`config.mk`:
```
export PLATFORM = sky130hd
export DESIGN_NAME = scheme_deser
export DESIGN_NICKNAME = d
export VERILOG_FILES = /design/src/rtl/scheme_deser_pkg.sv /design/src/rtl/scheme_deser.sv
export SDC_FILE = /design/constraint.sdc
export NUM_CORES = 1
export LEC_CHECK = 0
export CORE_AREA = 2 2 66 43
export DETAILED_ROUTE_END_ITERATION = 6
export DIE_AREA = 0 0 68 45
export GPL_TIMING_DRIVEN = 1
export PLACE_DENSITY = 0.64
export SYNTH_ARGS = -nofsm -noshare
export SYNTH_HDL_FRONTEND = slang
export SYNTH_SLANG_ARGS = --single-unit
```
`constraint.sdc`:
```
create_clock -name clk -period 4.22 [get_ports clk]
set_input_delay 1.055 -clock clk [delete_from_list [all_inputs] [get_ports clk]]
set_output_delay 1.055 -clock clk [all_outputs]
set_load 0.01 [all_outputs]
```
`src/rtl/scheme_deser_pkg.sv`:
```
// Shared definitions for the Scheme serializer/deserializer pair:
// receiver state encoding and the default word width.
package scheme_deser_pkg;

  localparam int SCHEME_W = 8;

  typedef enum logic {
    ST_IDLE = 1'b0,
    ST_RECV = 1'b1
  } state_t;

endpackage

```
`src/rtl/scheme_deser.sv`:
```
// Serial-to-parallel receiver for the Scheme bit-serializer stream.
// Rebuilds LSB-first W-bit words framed by start and flags premature syncs.
module scheme_deser
  import scheme_deser_pkg::*;
#(
  parameter int W = SCHEME_W,
  localparam int CW = $clog2(W)
) (
  input  logic          clk,
  input  logic          reset,
  input  logic          din,
  input  logic          din_en,
  input  logic          start,
  input  logic          clear_err,
  output logic [W-1:0]  data_out,
  output logic          data_valid,
  output logic          busy,
  output logic [CW-1:0] bit_cnt,
  output logic          frame_err
);

  state_t        state_reg, state_next;
  logic [W-2:0]  sreg_reg;
  logic [CW-1:0] cnt_reg;
  logic [W-1:0]  data_reg;
  logic          valid_reg;
  logic          err_reg;

  logic sync;
  logic last_bit;

  assign sync     = din_en && start;
  assign last_bit = (state_reg == ST_RECV) && din_en && !start
                    && (cnt_reg == CW'(W - 1));

  always_ff @(posedge clk) begin
    if (!reset) begin
      state_reg <= ST_IDLE;
    end else begin
      state_reg <= state_next;
    end
  end

  always_comb begin
    state_next = state_reg;
    case (state_reg)
      ST_IDLE: if (sync) state_next = ST_RECV;
      ST_RECV: if (last_bit) state_next = ST_IDLE;
      default: state_next = ST_IDLE;
    endcase
  end

  always_comb begin
    busy       = (state_reg == ST_RECV);
    data_out   = data_reg;
    data_valid = valid_reg;
    bit_cnt    = cnt_reg;
    frame_err  = err_reg;
  end

  // A sync always restarts the frame at bit 0, whether idle or mid-frame.
  always_ff @(posedge clk) begin
    if (!reset) begin
      sreg_reg  <= '0;
      cnt_reg   <= '0;
      data_reg  <= '0;
      valid_reg <= 1'b0;
      err_reg   <= 1'b0;
    end else begin
      valid_reg <= last_bit;

      if (sync && (state_reg == ST_RECV)) begin
        err_reg <= 1'b1;
      end else if (clear_err) begin
        err_reg <= 1'b0;
      end

      if (sync) begin
        sreg_reg[0] <= din;
        cnt_reg     <= CW'(1);
      end else if (last_bit) begin
        data_reg <= {din, sreg_reg};
        cnt_reg  <= '0;
      end else if (din_en && (state_reg == ST_RECV)) begin
        for (int i = 1; i < W - 1; i++) begin
          if (cnt_reg == CW'(i)) sreg_reg[i] <= din;
        end
        cnt_reg <= cnt_reg + CW'(1);
      end
    end
  end

endmodule
```
==> metrics.txt <==
setup tns final=0 ps; Top-Level Pins=20; GRT Overall Usage=13.06%; Initial Util=38.61%; final period utilization=between 50% and 60%; crit-path max FO=12; post-detail-place hpwl=1293 um; gp weighted congestion=~0.76; RR Startpoint=bit_cnt[0]$_SDFFE_PN0P_; post-route cell area=1181 sq um; Final Hold Viols=0; Slew Limit Fails=0; worst hold path type=reg2reg; Max Clk Rate=405.2 MHz; commonest non-fill, non-tap cell in the layout=nand2_1; largest net degree at the start of global routing=23; max cap viols=0; RSZ-0062 raised after global routing=no; Setup crit end kind=output pin; First DRT Iteration DRCs=34; Tmin final=approximately 2500 ps; Critical-path top delay cell=clkdlybuf4s50_1; FILL cells=232; Synth Register Bits=21; later-pin clock latency in the skew report=260 ps; CTS H-tree lvls=1; Seq/Total Area, Yosys=between 40 and 50%; CORE AREA=~2400 sq um; clock buffer depth=2; Synth warnings=0; fraction of layout cells with a size suffix above 1=3.252%; DIE WIDTH=68 um; Clock Root Buffer=clkbuf_8; Final #Nets=136; vias in the first global route=627; Post-Syn Nets=117; Hold Crit Start=sreg_reg[0]$_SDFFE_PN0P_; post-CTS sizing=0; delay-heaviest family, CP=buffers and inverters; TritonCTS clock tree=done; slowest cell delay on critical path=610 ps; data required time of the worst path=around 3200 ps; ANT nets after route=0; crit path kind=reg2out; Largest register FFs=8; LEAKAGE=0.4549 nW; Rel. slew slack=56.53%; Mapped Avg Cell Area=8.889 sq um; final WL=around 1800 um; Worst EP arrival=1410 ps; Reg clk slew, reported paths=70 ps; Yosys cell types=21; maximum vdd drop=0.1586 mV; antenna cells=0; Die Footprint=3060 sq um; DRC violations left=0; Slew @ Worst Pin=650.1 ps; Num Clock Sinks=21; WP buf/inv=1; Die Ht=45 um; via count=around 760; Via density=4.890; crit path from=busy$_SDFF_PN0_; pwr dens=307.1 nW/um^2; global-route wire length before repair=about 2900 um; Hold Buf Count CTS=0; endpoints failing setup=0; initial antenna violation count=0; Layout Skew=1.432 ps; crit path launch type=flip-flop; Post-CTS Setup Inserts=0; most frequent cells in the layout=nand2_1, dfxtp_1, clkdlybuf4s50_1, nand3_1, a21boi_1; outcome=complete, no violations; buffers added on ports=19; row count=14; area grow syn2layout=26.54%; cts bufs inserted=3; placed cell area=1136 sq um; drt first pass iters=4; DR WL/cell=11.52 um; cell area after synthesis=just over 900 sq um; grt ovf=0; crit-path cells=clkdlybuf4s50_1; Syn Inst Count=105
==> routing by layer <==
layer,share of wire [%],wire (um),vias up,global-route usage [%]
li1,-,-,391,-
met1,51,905,347,17.84
met2,43,763,18,19.22
met3,6.1,108,2,5.237
met4,0.45,8,0,3.600
met5,0,0,-,0
==> logic make-up after synthesis <==
logic type,synth area share (%)
and+or+nand+nor,23.19
DFF,45.04
adders and majority gates,8.043
buffers and inverters,4.556
muxes,6.435
AOI/OAI and AO/OA,12.73
==> metrics by stage <==
| stage | power (mW) | utilization (%) | cells | hold WS (ps) | setup WS (ps) |
|---|---|---|---|---|---|
| floorplan | 0.2248 | - | 105 | 431.0 | 2515 |
| global placement | 0.2370 | 47.00 | 151 | 445.0 | 1685 |
| detailed placement | 0.2378 | 47.00 | 151 | 443.0 | 1609 |
| CTS | 0.3664 | 48.86 | 155 | 453.5 | 1763 |
| global route | 0.3776 | 48.86 | 155 | 475.7 | 1688 |
| finish | 0.3627 | 48.86 | 155 | 453.0 | 1752 |
==> worst paths after layout <==
check	endpoint	depth (start not counted)	slack, ps
setup / recovery	busy	1	1750
hold reg to reg	data_out[0]$_SDFFE_PN0P_	2	450
setup reg to reg	sreg_reg[4]$_SDFFE_PN0P_	5	2550
hold / removal	data_out[0]$_SDFFE_PN0P_	2	450
==> synth_stat cells, drive strengths merged <==
cell type   n  area share [%]
nor3b       1            0.80
ha          6             8.0
nand3       9             4.8
dfxtp      21              45
a21oi       3             1.6
inv         4             1.6
buf         3             2.1
and2        1            0.67
o211ai      1            0.80
clkbuf      2            0.80
nand2      31              12
and4b       1             1.1
o21ai       1            0.54
a21boi     11             8.8
nand2b      1            0.67
a311oi      1            0.94
nand4b      1            0.94
mux2i       6             6.4
and4bb      1             1.7
==> area by class of cell <==
cell class | count | area, sq um | area share [%]
tap | 32 | 40.04 | 3.390
multi-input combinational | 75 | 470.5 | 39.83
inverter | 4 | 15.01 | 1.271
timing repair buffer | 19 | 190.2 | 16.10
sequential | 21 | 420.4 | 35.59
clock buffer | 4 | 45.04 | 3.814
==> report_power, final <==
part / internal [mW] / switching [mW] / total (mW)
clock: 0.0672 / 0.0623 / 0.129
sequential: 0.201 / 0.00461 / 0.205
combinational: 0.0142 / 0.0136 / 0.0278
Power figures use the tool's default switching activity.
